--- config.mk ---
export PLATFORM = sky130hd
export DESIGN_NAME = addbit_pipe
export DESIGN_NICKNAME = d
export VERILOG_FILES = /design/src/rtl/addbit_pkg.sv /design/src/rtl/addbit_seg.sv /design/src/rtl/addbit_pipe.sv
export SDC_FILE = /design/constraint.sdc
export NUM_CORES = 1
export LEC_CHECK = 0
export BUFFER_PORTS_ARGS = -buffer_cell sky130_fd_sc_hd__buf_2
export CORE_MARGIN = 8
export CORE_UTILIZATION = 51
export CTS_BUF_LIST = sky130_fd_sc_hd__clkbuf_4 sky130_fd_sc_hd__clkbuf_8 sky130_fd_sc_hd__clkbuf_16
export DETAILED_ROUTE_END_ITERATION = 12
export PLACE_DENSITY = 0.76
export SLEW_MARGIN = 30
export SYNTH_ARGS = -nofsm -noshare
export SYNTH_HDL_FRONTEND = slang
export SYNTH_SLANG_ARGS = --single-unit
--- constraint.sdc ---
create_clock -name clk -period 1.6 [get_ports clk]
set_input_delay 0.16 -clock clk [delete_from_list [all_inputs] [get_ports clk]]
set_output_delay 0.16 -clock clk [all_outputs]
set_load 0.01 [all_outputs]
--- src/rtl/addbit_pkg.sv ---
// Shared helpers for the addbit_pipe pipelined adder.
// The ADDBIT_PIPE_OVF_EN macro adds the operand sign bits to the per-stage control payload.
package addbit_pkg;

    function automatic int unsigned seg_width(input int unsigned width, input int unsigned stages);
        return width / stages;
    endfunction

    // Width-independent part of a stage payload; the vectors live in the top's stage_t.
    typedef struct packed {
        logic carry;
`ifdef ADDBIT_PIPE_OVF_EN
        logic a_sign;
        logic b_sign;
`endif
    } stage_ctl_t;

endpackage

--- src/rtl/addbit_seg.sv ---
// One carry-chain segment: combinational SEG-bit add with carry in and carry out.
module addbit_seg #(
    parameter int unsigned SEG = 4
) (
    input  logic [SEG-1:0] a_i,
    input  logic [SEG-1:0] b_i,
    input  logic           ci_i,
    output logic [SEG-1:0] sum_o,
    output logic           co_o
);

    assign {co_o, sum_o} = {1'b0, a_i} + {1'b0, b_i} + {{SEG{1'b0}}, ci_i};

endmodule

--- src/rtl/addbit_pipe.sv ---
// WIDTH-bit adder whose carry chain is cut into STAGES registered segments with valid/ready.
// Defining ADDBIT_PIPE_OVF_EN adds the two's-complement overflow output ovf.
module addbit_pipe
    import addbit_pkg::*;
#(
    parameter int unsigned WIDTH  = 8,
    parameter int unsigned STAGES = 2
) (
    input  logic             clk,
    input  logic             rst,
    input  logic             in_valid,
    output logic             in_ready,
    input  logic [WIDTH-1:0] a,
    input  logic [WIDTH-1:0] b,
    input  logic             ci,
    output logic             out_valid,
    input  logic             out_ready,
    output logic [WIDTH-1:0] sum,
    output logic             co
`ifdef ADDBIT_PIPE_OVF_EN
    ,
    output logic             ovf
`endif
);

    localparam int unsigned SEG = seg_width(WIDTH, STAGES);

    // Partial sum fills from the top and shifts down; remaining operands shift down as consumed.
    typedef struct packed {
        logic [WIDTH-1:0] psum;
        logic [WIDTH-1:0] a_rem;
        logic [WIDTH-1:0] b_rem;
        stage_ctl_t       ctl;
    } stage_t;

    logic [STAGES-1:0] v_q;
    logic [STAGES-1:0] v_src;
    logic [STAGES-1:0] rdy;
    stage_t            stage_q [STAGES];
    stage_t            stage_d [STAGES];

    always_comb begin
        logic r;
        r = !v_q[STAGES-1] | out_ready;
        rdy[STAGES-1] = r;
        for (int k = int'(STAGES) - 2; k >= 0; k--) begin
            r = !v_q[k] | r;
            rdy[k] = r;
        end
    end

    assign in_ready = rdy[0];

    for (genvar k = 0; k < STAGES; k++) begin : gen_stage
        logic [WIDTH-1:0] a_src;
        logic [WIDTH-1:0] b_src;
        logic [WIDTH-1:0] psum_src;
        logic             c_src;
        logic [SEG-1:0]   seg_sum;
        logic             seg_co;

        if (k == 0) begin : gen_first
            assign v_src[k] = in_valid;
            assign a_src    = a;
            assign b_src    = b;
            assign c_src    = ci;
            assign psum_src = '0;
`ifdef ADDBIT_PIPE_OVF_EN
            assign stage_d[k].ctl.a_sign = a[WIDTH-1];
            assign stage_d[k].ctl.b_sign = b[WIDTH-1];
`endif
        end else begin : gen_next
            assign v_src[k] = v_q[k-1];
            assign a_src    = stage_q[k-1].a_rem;
            assign b_src    = stage_q[k-1].b_rem;
            assign c_src    = stage_q[k-1].ctl.carry;
            assign psum_src = stage_q[k-1].psum;
`ifdef ADDBIT_PIPE_OVF_EN
            assign stage_d[k].ctl.a_sign = stage_q[k-1].ctl.a_sign;
            assign stage_d[k].ctl.b_sign = stage_q[k-1].ctl.b_sign;
`endif
        end

        addbit_seg #(
            .SEG (SEG)
        ) u_seg (
            .a_i   (a_src[SEG-1:0]),
            .b_i   (b_src[SEG-1:0]),
            .ci_i  (c_src),
            .sum_o (seg_sum),
            .co_o  (seg_co)
        );

        assign stage_d[k].psum      = (psum_src >> SEG) | (WIDTH'(seg_sum) << (WIDTH - SEG));
        assign stage_d[k].a_rem     = a_src >> SEG;
        assign stage_d[k].b_rem     = b_src >> SEG;
        assign stage_d[k].ctl.carry = seg_co;
    end

    always_ff @(posedge clk or posedge rst) begin
        if (rst) begin
            v_q <= '0;
            for (int k = 0; k < int'(STAGES); k++) begin
                stage_q[k] <= '0;
            end
        end else begin
            for (int k = 0; k < int'(STAGES); k++) begin
                if (rdy[k]) begin
                    v_q[k]     <= v_src[k];
                    stage_q[k] <= stage_d[k];
                end
            end
        end
    end

    assign out_valid = v_q[STAGES-1];
    assign sum       = stage_q[STAGES-1].psum;
    assign co        = stage_q[STAGES-1].ctl.carry;
`ifdef ADDBIT_PIPE_OVF_EN
    assign ovf = (stage_q[STAGES-1].ctl.a_sign == stage_q[STAGES-1].ctl.b_sign) &&
                 (stage_q[STAGES-1].psum[WIDTH-1] != stage_q[STAGES-1].ctl.a_sign);
`endif

endmodule

# [Yosys cells after proc, flatten, opt, wreduce, memory -nomap -nowiden]
# Cells that the tools add are included.
# Widths: inputs -> output; s select.
[word_totals] output_inout_bits=11 regBits=24 input_bits=21 wordCells=17
[classes] n_reduce_logical=2 bitwise=3 addsub=4
[ops] cell="$add 4x4->5" count=2
[ops] cell="$add 5x1->5" count=2
[ops] cell="$or 4x8->8" count=1
[ops] cell="$logic_not 1->1" count=2
[ops] cell="$or 1x1->1" count=2

# [Depth between registers and ports, before layout]
# Gate-level depths: netlist of the first run.
[logic_depth] depth_word=3 mapped_depth=7 mapped_depth_nobuf=6

# [Hierarchy]
# From an unflattened synthesis of the first run, not the netlist that was laid out.
[hier_totals] cells_unflattened=85 hier_area_um2=1224.9
[by_module_without_submodules] mod="addbit_pipe" seq_area_each_um2=600.6 area_per_inst_um2=937.1 cells_per_inst=53 instances=1
[by_module_without_submodules] mod="addbit_seg" seq_area_each_um2=0.0 area_per_inst_um2=143.9 cells_per_inst=16 instances=2

# [Least setup slack after synthesis of the first run]
# Ideal clock, no wire load.
[synth_path] path_type="register to register" startpoint="reg stage_q (netlist bit gen_stage[1].a_src[0])" endpoint="reg stage_q (netlist bit sum[5])" setup_slack_ns=0.138 required_time_ns=1.523 synth_period_minus_slack_ns=1.462 arrival_time_ns=1.384 stages_incl_launch_ff=5 setup_ns=0.077 path_buffers=0 path_cell_list="dfrtp_1 > fa_1 > inv_1 > fa_1 > a21oi_1"
[synth_between] elab_chain_cells=3
[synth_rtl] item="start, declared" line_no="addbit_pipe.sv:39" source="stage_t stage_q [STAGES];"
[synth_rtl] item="start signal, assigned by index" line_no="addbit_pipe.sv:110" source="stage_q[k] <= stage_d[k];"
[synth_rtl] item="$add 4x4->5" line_no="addbit_seg.sv:12" source="assign {co_o, sum_o} = {1'b0, a_i} + {1'b0, b_i} + {{SEG{1'b0}}, ci_i};"
[synth_rtl] item="$add 5x1->5" line_no="addbit_seg.sv:12"
[synth_rtl] item="$or 4x8->8" line_no="addbit_pipe.sv:94" source="assign stage_d[k].psum = (psum_src >> SEG) | (WIDTH'(seg_sum) << (WIDTH - SEG));"
# Every way passes these cells.
# A chain may end at the register's enable or synchronous reset.

# [Worst setup path after layout of the first run]
# Same ends and word-level chain as after synthesis.

==> out/results.ini, run 1 <==
[min_path]
hp-class = in2reg

[clock_network]
clk_latency_ns = 0.31
cts_buffers = 3
cts_buffer_depth = 2
h-tree-depth = 1
clock_sinks = 24
cts_tree = built
clock-root-buffer = clkbuf_4
path_clk_slew_ns = 0.13

[floorplanning]
dieArea_mm2 = 0.004180
initial_core_util_pct = 54.06
rows = 17
die_w_um = 64.66
design.core.area_mm2 = 0.002233
ios = 32
die_h_um = 64.66

[grt]
antenna_found_initial = 0
grt.total_usage_pct = 11.75
grt_max_degree = 25
grt-ovfl-total = 0
grt_pass1_vias = 973
grt_pass1_wl_um = 3939

[logic_synthesis]
synth_compound_area_share_pct = 6.943
synth-edff-count = 0
yosysTopAreaCellShare_pct = 49.74
netlist_top_cells_area = dfrtp_1, nand2_1, fa_1
synthArstFlopShare_pct = 100.0
synth_cells = 126
synth-simple-area-share_pct = 21.55
synth_xor_area_share_pct = 1.451
syn_area_mm2 = 0.001207
synthFlopType = dfrtp_1
synth.avg_cell_area_um2 = 9.583
ys_seq_area_share_pct = 49.74
synth_fp_nets = 157
synth_mux_area_share_pct = 0.8290
synthAdderAreaFrac_pct = 12.85
synth_top_area_cell = dfrtp_1
ys_seq_elements = 24
ys_warn_count = 0
synthDistinctLibCells = 23
synth_top_family_by_area = simple AND/OR/NAND/NOR gates

[power]
p_switching_uw = 469.2
comb_power_share_pct = 27.7
power_leakage_uw = 0.0007673
pwr_density_cell_mw_per_mm2 = 1047
p_int_uw = 1045
peakVddDrop_mv = 0.6977
swShare_pct = 30.99
p_clk_share_pct = 21.0
p_seq_share_pct = 51.3

[place]
place_area_mm2 = 0.001381
place_hpwl_um = 1890
portBuffers = 31
place_congestion = 0.7774

[critical_path]
crit_chain = fa_2 -> inv_1 -> fa_2 -> a21oi_1
end_kind = flop
slowest_delay_ns = 0.43
cp_common_cell = fa_2
cp-start-kind = flop
required_ns = 1.84
worstPathArrival_ns = 1.77
path_class = reg2reg
cp_slowest_cell = dfrtp_1
path_max_fanout = 2

[sta]
worst-slew-pin-transition_ns = 0.4410
slew_violations = 0
slew_headroom_pct = 70.54
max_freq_mhz = 656.3
fin_crit_ns = 1.524
tns_ns = 0
fin_worst_skew_ns = 0.007552
hold_viol = 0
holdWs_ns = 0.03373
rsz0062_at_grt = no
finalSetupViolCount = 0
finalCritPeriodShare_pct = 95.23

[route]
drcViolationCount = 0
drt_iter0_drc = 27
detail-route-antenna-nets = 0
via_count = 929
vias_per_cell = 4.889
finalWirelength_um = 2399
wl_per_cell_um = 12.63
drt_pass1_iterations = 4

[cells_and_area]
final_area_mm2 = 0.001446
diodes = 0
area_growth_pct = 19.79
drive_gt1_share_pct = 27.78
fin_nets = 194

[status]
status = finished, final reports clean

[job]
cap_violations = 0

[routing by layer]
| layer | global-route usage, % | wire length [um] | vias to the layer above |
|---|---|---|---|
| met5 | 0 | 0 | - |
| met4 | 7.357 | 42 | 0 |
| met3 | 2.749 | 112 | 4 |
| met2 | 20.99 | 1200 | 20 |
| met1 | 12.11 | 1044 | 432 |
| li1 | - | - | 473 |
[registers in the layout (all words and copies together), names as in the netlist]
name,count
sum,8
gen_stage.a_src,4
gen_stage.b_src,4
gen_stage.psum_src,4
v_q,2
co,1
gen_stage.c_src,1
[layout by cell type, fill, tap and decap left out]
| cell | synthesis | layout |
|---|---|---|
| clkbuf_8 | 0 | 1 |
| and3b_2 | 0 | 1 |
| dfrtp_1 | 24 | 24 |
| xor2_1 | 2 | 2 |
| mux2i_1 | 1 | 1 |
| dlygate4sd3_1 | 0 | 1 |
| buf_4 | 0 | 4 |
| a21oi_2 | 2 | 2 |
| clkbuf_4 | 0 | 3 |
| nand2b_1 | 3 | 3 |
| a211oi_1 | 1 | 1 |
| nor2_1 | 9 | 9 |
| or4_1 | 1 | 1 |
| o2111ai_1 | 1 | 1 |
| fa_2 | 0 | 2 |
| a21oi_1 | 6 | 6 |
| nor2b_1 | 4 | 4 |
| buf_2 | 1 | 31 |
| ha_1 | 6 | 6 |
| fa_1 | 4 | 2 |
| nand2_1 | 38 | 38 |
| inv_6 | 0 | 1 |
| nand3_1 | 2 | 2 |
| o21ai_0 | 4 | 3 |
| and4_1 | 1 | 1 |
| o21ai_1 | 0 | 1 |
| nor3_1 | 1 | 1 |
| inv_1 | 10 | 10 |
[kinds of logic (layout without fill, tap and decap cells)]
kind of cell | after synthesis | count (layout)
adder cells (fa/ha/maj) | 10 | 10
XOR/XNOR | 2 | 2
AND/OR/NAND/NOR | 60 | 60
buffers and inverters | 15 | 51
multiplexers | 1 | 1
flip-flops | 24 | 24
AO/OA/AOI/OAI | 14 | 14
[worst max-delay path: cells and delay by family (launching register included)]
family,cells,cell delay [ns]
buf+inv,1,0.08
compound gates,1,0.13
fa+ha+maj,2,0.81
flops,1,0.43
[layout make-up]
cell class                 instances  area (um^2)
multi-input combinational         87        533.0
timing repair buffer              36        195.2
inverter                          11        46.29
clock buffer                       4        36.28
tap                               28        35.03
sequential                        24        600.6
fill                             207        787.0
[final timing paths]
check                      cells past startpoint  slack [ns]                  start               endpoint
setup reg to reg                               4        0.08  gen_stage[1].a_src[0]                 sum[5]
hold reg to reg                                1        0.47                 v_q[0]                 v_q[1]
min in group asynchronous                      4        0.41                    rst                 sum[0]
max in group asynchronous                      4        0.95                    rst  gen_stage[1].a_src[2]
setup / recovery                               4        0.08  gen_stage[1].a_src[0]                 sum[5]
hold / removal                                 2        0.03               in_valid                 v_q[0]
[metrics by stage]
stage / power [uW] / std cells / setup WS, ns / util [%]
detailed placement: 1203 / 184 / 0.07974 / 61.85
global route: 1604 / 190 / 0.01892 / 64.76
floorplan: 1051 / 126 / 0.1382 / -
CTS: 1527 / 189 / 0.04874 / 64.09
finish: 1514 / 190 / 0.07632 / 64.76
global placement: 1185 / 184 / 0.1179 / 61.85
[synth_stat cells (all sizes together), types with 3 or more instances]
cell type,instances
nand2b,3
ha,6
dfrtp,24
nor2b,4
nand2,38
o21ai,4
buf,4
a21oi,8
fa,4
inv,11
nor2,9
[repair_timing]
item	CTS	global route
gates resized for setup	2	4
endpoints found under the hold margin	24	0
setup buffers	0	1
setup endpoints to repair	1	4
hold buffers	1	0
gates cloned	0	0
[power by group through the flow]
stage / Combinational (uW) / Clock [uW] / Sequential [uW]
after global placement: 400 / 0 / 785
final: 419 / 318 / 776
after CTS: 417 / 332 / 778
after detailed placement: 412 / 0 / 791
after floorplan: 237 / 0 / 814
after global routing: 471 / 344 / 789
Note: power is estimated with default switching activity, not from simulation.
==> run 2, diff against run 1 <==
REMOVE_ABC_BUFFERS = 1   (was not set)
==> run 2 against run 1 <==
  * Design area decreased by 1.4%
  * Hold slack improved by 0.011 ns
  * Non-clock buffer count unchanged
  * Total power decreased by 4.2%
  * Final cell count decreased by 0.53%
  * Via count increased by 0.75%
  * Critical path type unchanged
  * Largest cell class unchanged
==> out/results.ini, run 2 (synthesis results as in run 1) <==
[sta]
fin_crit_ns = 1.507
finalCritPeriodShare_pct = 94.21
tns_ns = 0
finalSetupViolCount = 0
rsz0062_at_grt = no
timing.final.ws_setup_ns = 0.09269
worst-slew-pin-transition_ns = 0.3214
slew_headroom_pct = 78.57
max_freq_mhz = 663.4
hold_viol = 0
slew_violations = 0
fin_worst_skew_ns = 0.002927
holdWs_ns = 0.04515

[cells_and_area]
drive_gt1_share_pct = 26.09
fillers = 211
area_growth_pct = 18.13
multi_input_area_um2 = 529.3
largest_reg_flops = 8
diodes = 0
fin_nets = 194
layout_commonest_cell = nand2_1
layout_common_cells = nand2_1, buf_2, dfrtp_1
seqCellArea_um2 = 600.6
final_cell_count_no_fill = 189

[power]
peakVddDrop_mv = 0.5407
pwr_density_cell_mw_per_mm2 = 1017
power_leakage_uw = 0.0007613

[floorplanning]
die_h_um = 64.66
ios = 32
rows = 17
design.core.area_mm2 = 0.002233
dieArea_mm2 = 0.004180
die_w_um = 64.66
initial_core_util_pct = 54.06

[clock_network]
clk_latency_ns = 0.30
path_clk_slew_ns = 0.12
clock_sinks = 24
cts_tree = built
cts_buffers = 3
h-tree-depth = 1
cts_buffer_depth = 2
clock-root-buffer = clkbuf_4

[place]
place_congestion = 0.8111
portBuffers = 31
place_hpwl_um = 1968
place_inst = 185
pre_cts_slack_ns = 0.05535

[critical_path]
end_kind = flop
crit_chain = fa_2 -> inv_1 -> fa_1 -> a21oi_1
path_max_fanout = 2
cp_slowest_cell = dfrtp_1
worstPathArrival_ns = 1.74
cp-start-kind = flop
r2r_slack_ns = 0.09
slowest_delay_ns = 0.43
crit_buf_inv = 1
required_ns = 1.84
path_class = reg2reg
critPathTopFamily = adder cells

[route]
wl_per_cell_um = 12.75
finalWirelength_um = 2410
vias_per_cell = 4.952
drt_iter0_drc = 28
via_count = 936
drt_pass1_iterations = 4
detail-route-antenna-nets = 0
drcViolationCount = 0

[grt]
antenna_found_initial = 0
grt.total_usage_pct = 12.21
grt_pass1_vias = 1029
grt-ovfl-total = 0
grt_max_degree = 25
grt_pass1_wl_um = 4209

[job]
cap_violations = 0

[min_path]
hp-class = in2reg

[status]
status = finished, final reports clean

[run 2: cell type report]
class                      instances  share of cell area (%)
clock buffer                       3                   1.579
inverter                          11                   3.070
multi-input combinational         87                   37.11
sequential                        24                   42.11
tap                               28                   2.456
timing repair buffer              36                   13.68
[run 2: path summary, 6_finish.rpt]
check	startpoint	to	depth (start not counted)
min in group asynchronous	rst	gen_stage[1].b_src[3]	4
max	gen_stage[1].a_src[0]	sum[5]	4
min	b[6]	gen_stage[1].b_src[2]	3
max reg2reg	gen_stage[1].a_src[0]	sum[5]	4
max in group asynchronous	rst	gen_stage[1].psum_src[5]	4
min reg2reg	v_q[0]	v_q[1]	1
[run 2: power by group]
group	leakage, uW	switching [uW]	internal (uW)
clock	0.0000138	164	87.8
combinational	0.000467	232	186
sequential	0.000280	63.2	717
total	0.000761	460	991
[run 2: tightest hold or removal path, delay by kind of cell]
kind                   cells  cell delay (ns)
buffers and inverters      1             0.08
AND/OR/NAND/NOR            2             0.09
[run 2: repair_timing]
action                                  in CTS  in global routing
hold buffers                                 1                  0
setup buffers                                0                  0
endpoints found under the hold margin       24                  0
gates resized for setup                      0                  4
endpoints found under the setup margin       0                  3
[run 2: routing by layer]
metal / vias to the layer above / track usage, % / share of wire (%)
li1: 469 / - / -
met1: 445 / 13.87 / 44
met2: 20 / 20.75 / 50
met3: 2 / 2.921 / 5.2
met4: 0 / 6.540 / 1.1
met5: - / 0 / 0
[run 2: through the flow]
stage	total power [uW]	area [um^2]	utilization (%)
2_1_floorplan	1035	1169	-
3_3_place_gp	1187	1389	62.18
3_5_place_dp	1213	1389	62.18
4_1_cts	1466	1421	63.64
5_1_grt	1547	1426	63.87
6_report	1451	1426	63.87
==> run 3, diff against run 2 <==
clock period = 1.4 ns   (was 1.6 ns; I/O delays follow)
==> run 3 against run 2 <==
  * The flow now finishes with violations (setup timing)
  * Register-to-register slack worse by 0.16 ns
  * Sequential cell count unchanged
  * Combinational power rose by 22%
  * Routed wire length is 4.8% higher
  * Utilization up 2.2 points
  * Total power is 16% higher
  * Hold slack worse by 0.022 ns
  * First-iteration DRC count fell by 29%
==> out/results.ini, run 3 (synthesis results as in run 1) <==
[floorplanning]
die_w_um = 64.66
dieArea_mm2 = 0.004180
design.core.area_mm2 = 0.002233
initial_core_util_pct = 54.06
die_h_um = 64.66
ios = 32
rows = 17

[grt]
antenna_found_initial = 0
grt_pass1_wl_um = 4388
grt.total_usage_pct = 12.78
grt_max_degree = 25
grt_pass1_vias = 1032
grt-ovfl-total = 0

[clock_network]
clk_latency_ns = 0.30
cts_tree = built
path_clk_slew_ns = 0.12
clock-root-buffer = clkbuf_4
h-tree-depth = 1
cts_buffers = 3
clock_sinks = 24
cts_buffer_depth = 2

[place]
place_congestion = 0.7860
place_hpwl_um = 2063
pre_cts_slack_ns = -0.1365
portBuffers = 31

[cells_and_area]
fin_nets = 199
fillers = 190
drive_gt1_share_pct = 30.12
largest_reg_flops = 8
area_growth_pct = 22.28
diodes = 0
layout_commonest_cell = nand2_1
layout_common_cells = nand2_1, buf_2, dfrtp_1

[route]
finalWirelength_um = 2525
drcViolationCount = 0
drt_iter0_drc = 20
detail-route-antenna-nets = 0
via_count = 959
wl_per_cell_um = 13.02
vias_per_cell = 4.943
drt_pass1_iterations = 4

[power]
pwr_density_cell_mw_per_mm2 = 1142
power_leakage_uw = 0.0007821
peakVddDrop_mv = 0.7318

[sta]
tns_ns = -0.1157
fin_worst_skew_ns = 0.01175
worst-slew-pin-transition_ns = 0.3037
hold_viol = 0
timing.final.ws_setup_ns = -0.06925
slew_headroom_pct = 79.76
max_freq_mhz = 680.6
fin_crit_ns = 1.469
slew_violations = 0
finalSetupViolCount = 4
rsz0062_at_grt = yes
finalCritPeriodShare_pct = 104.9

[critical_path]
required_ns = 1.64
r2r-start = gen_stage[1].c_src
cp-start-kind = flop
critPathTopFamily = adder cells
path_max_fanout = 2
end_kind = flop
r2r_slack_ns = -0.07
slowest_delay_ns = 0.42
crit_start = gen_stage[1].c_src
worstPathArrival_ns = 1.71
crit_chain = fa_2 -> inv_2 -> fa_1 -> a21oi_1
path_class = reg2reg
crit_buf_inv = 1
cp_slowest_cell = dfrtp_1

[job]
cap_violations = 0

[status]
violations = setup timing
status = complete, but fails checks

[min_path]
hp-class = in2reg
hp-start = b[6]

[run 3: changes by cell type in the layout (fill, tap and decap cells not counted)]
cell	before	now
ha_1	6	5
ha_4	0	1
inv_1	10	8
inv_2	0	2
buf_4	4	9
[run 3: stage by stage]
stage	cell area [um^2]	instances	total power [uW]	util (%)	hold slack (ns)
floorplan	1169	122	1183	-	0.1546
global placement	1411	188	1376	63.19	0.1908
detailed placement	1411	188	1402	63.19	0.2019
CTS	1461	192	1697	65.43	0.02300
global route	1476	194	1812	66.11	0.03298
finish	1476	194	1686	66.11	0.02287
[run 3: power by group]
group          internal [uW]  switching [uW]  total, uW
Clock                    100             182        282
Sequential               819            73.3        892
Combinational            240             272        512
[run 3: path summary, 6_finish.rpt]
path | endpoint | depth (start not counted)
worst max-delay path | sum[5] | 4
worst min-delay path | gen_stage[1].b_src[2] | 3
worst max register to register | sum[5] | 4
worst min register to register | v_q[1] | 1
max in group asynchronous | v_q[0] | 4
min in group asynchronous | gen_stage[1].a_src[3] | 4
[run 3: layout make-up]
type,instances,area (um^2),area share [%]
multi-input cells,87,541.8,36.69
inverters,11,43.79,2.966
well taps,28,35.03,2.373
repair buffers,41,232.7,15.76
flip-flops and latches,24,600.6,40.68
clock buffers,3,22.52,1.525
[run 3: metal layers]
metal	part of all wire, %	wire length (um)	global-route usage (%)	vias up
met2	51	1282	22.86	20
met4	1.1	27	4.905	0
met3	3.8	97	2.234	2
li1	-	-	-	480
met5	0	0	0	-
met1	44	1117	14.81	457
[run 3: tightest hold or removal path, cell delays in order]
cell	delay (ns)
buf_2	0.07
nand2_1	0.04
nand2_1	0.05
[run 3: timing repair]
| action | 4_1_cts | 5_1_grt |
|---|---|---|
| hold buffers | 1 | 0 |
| endpoints found under the hold margin | 24 | 0 |
| pin swaps | 1 | 1 |
| setup endpoints to repair | 5 | 5 |
| buffers inserted | 0 | 2 |
| resized for setup | 6 | 0 |
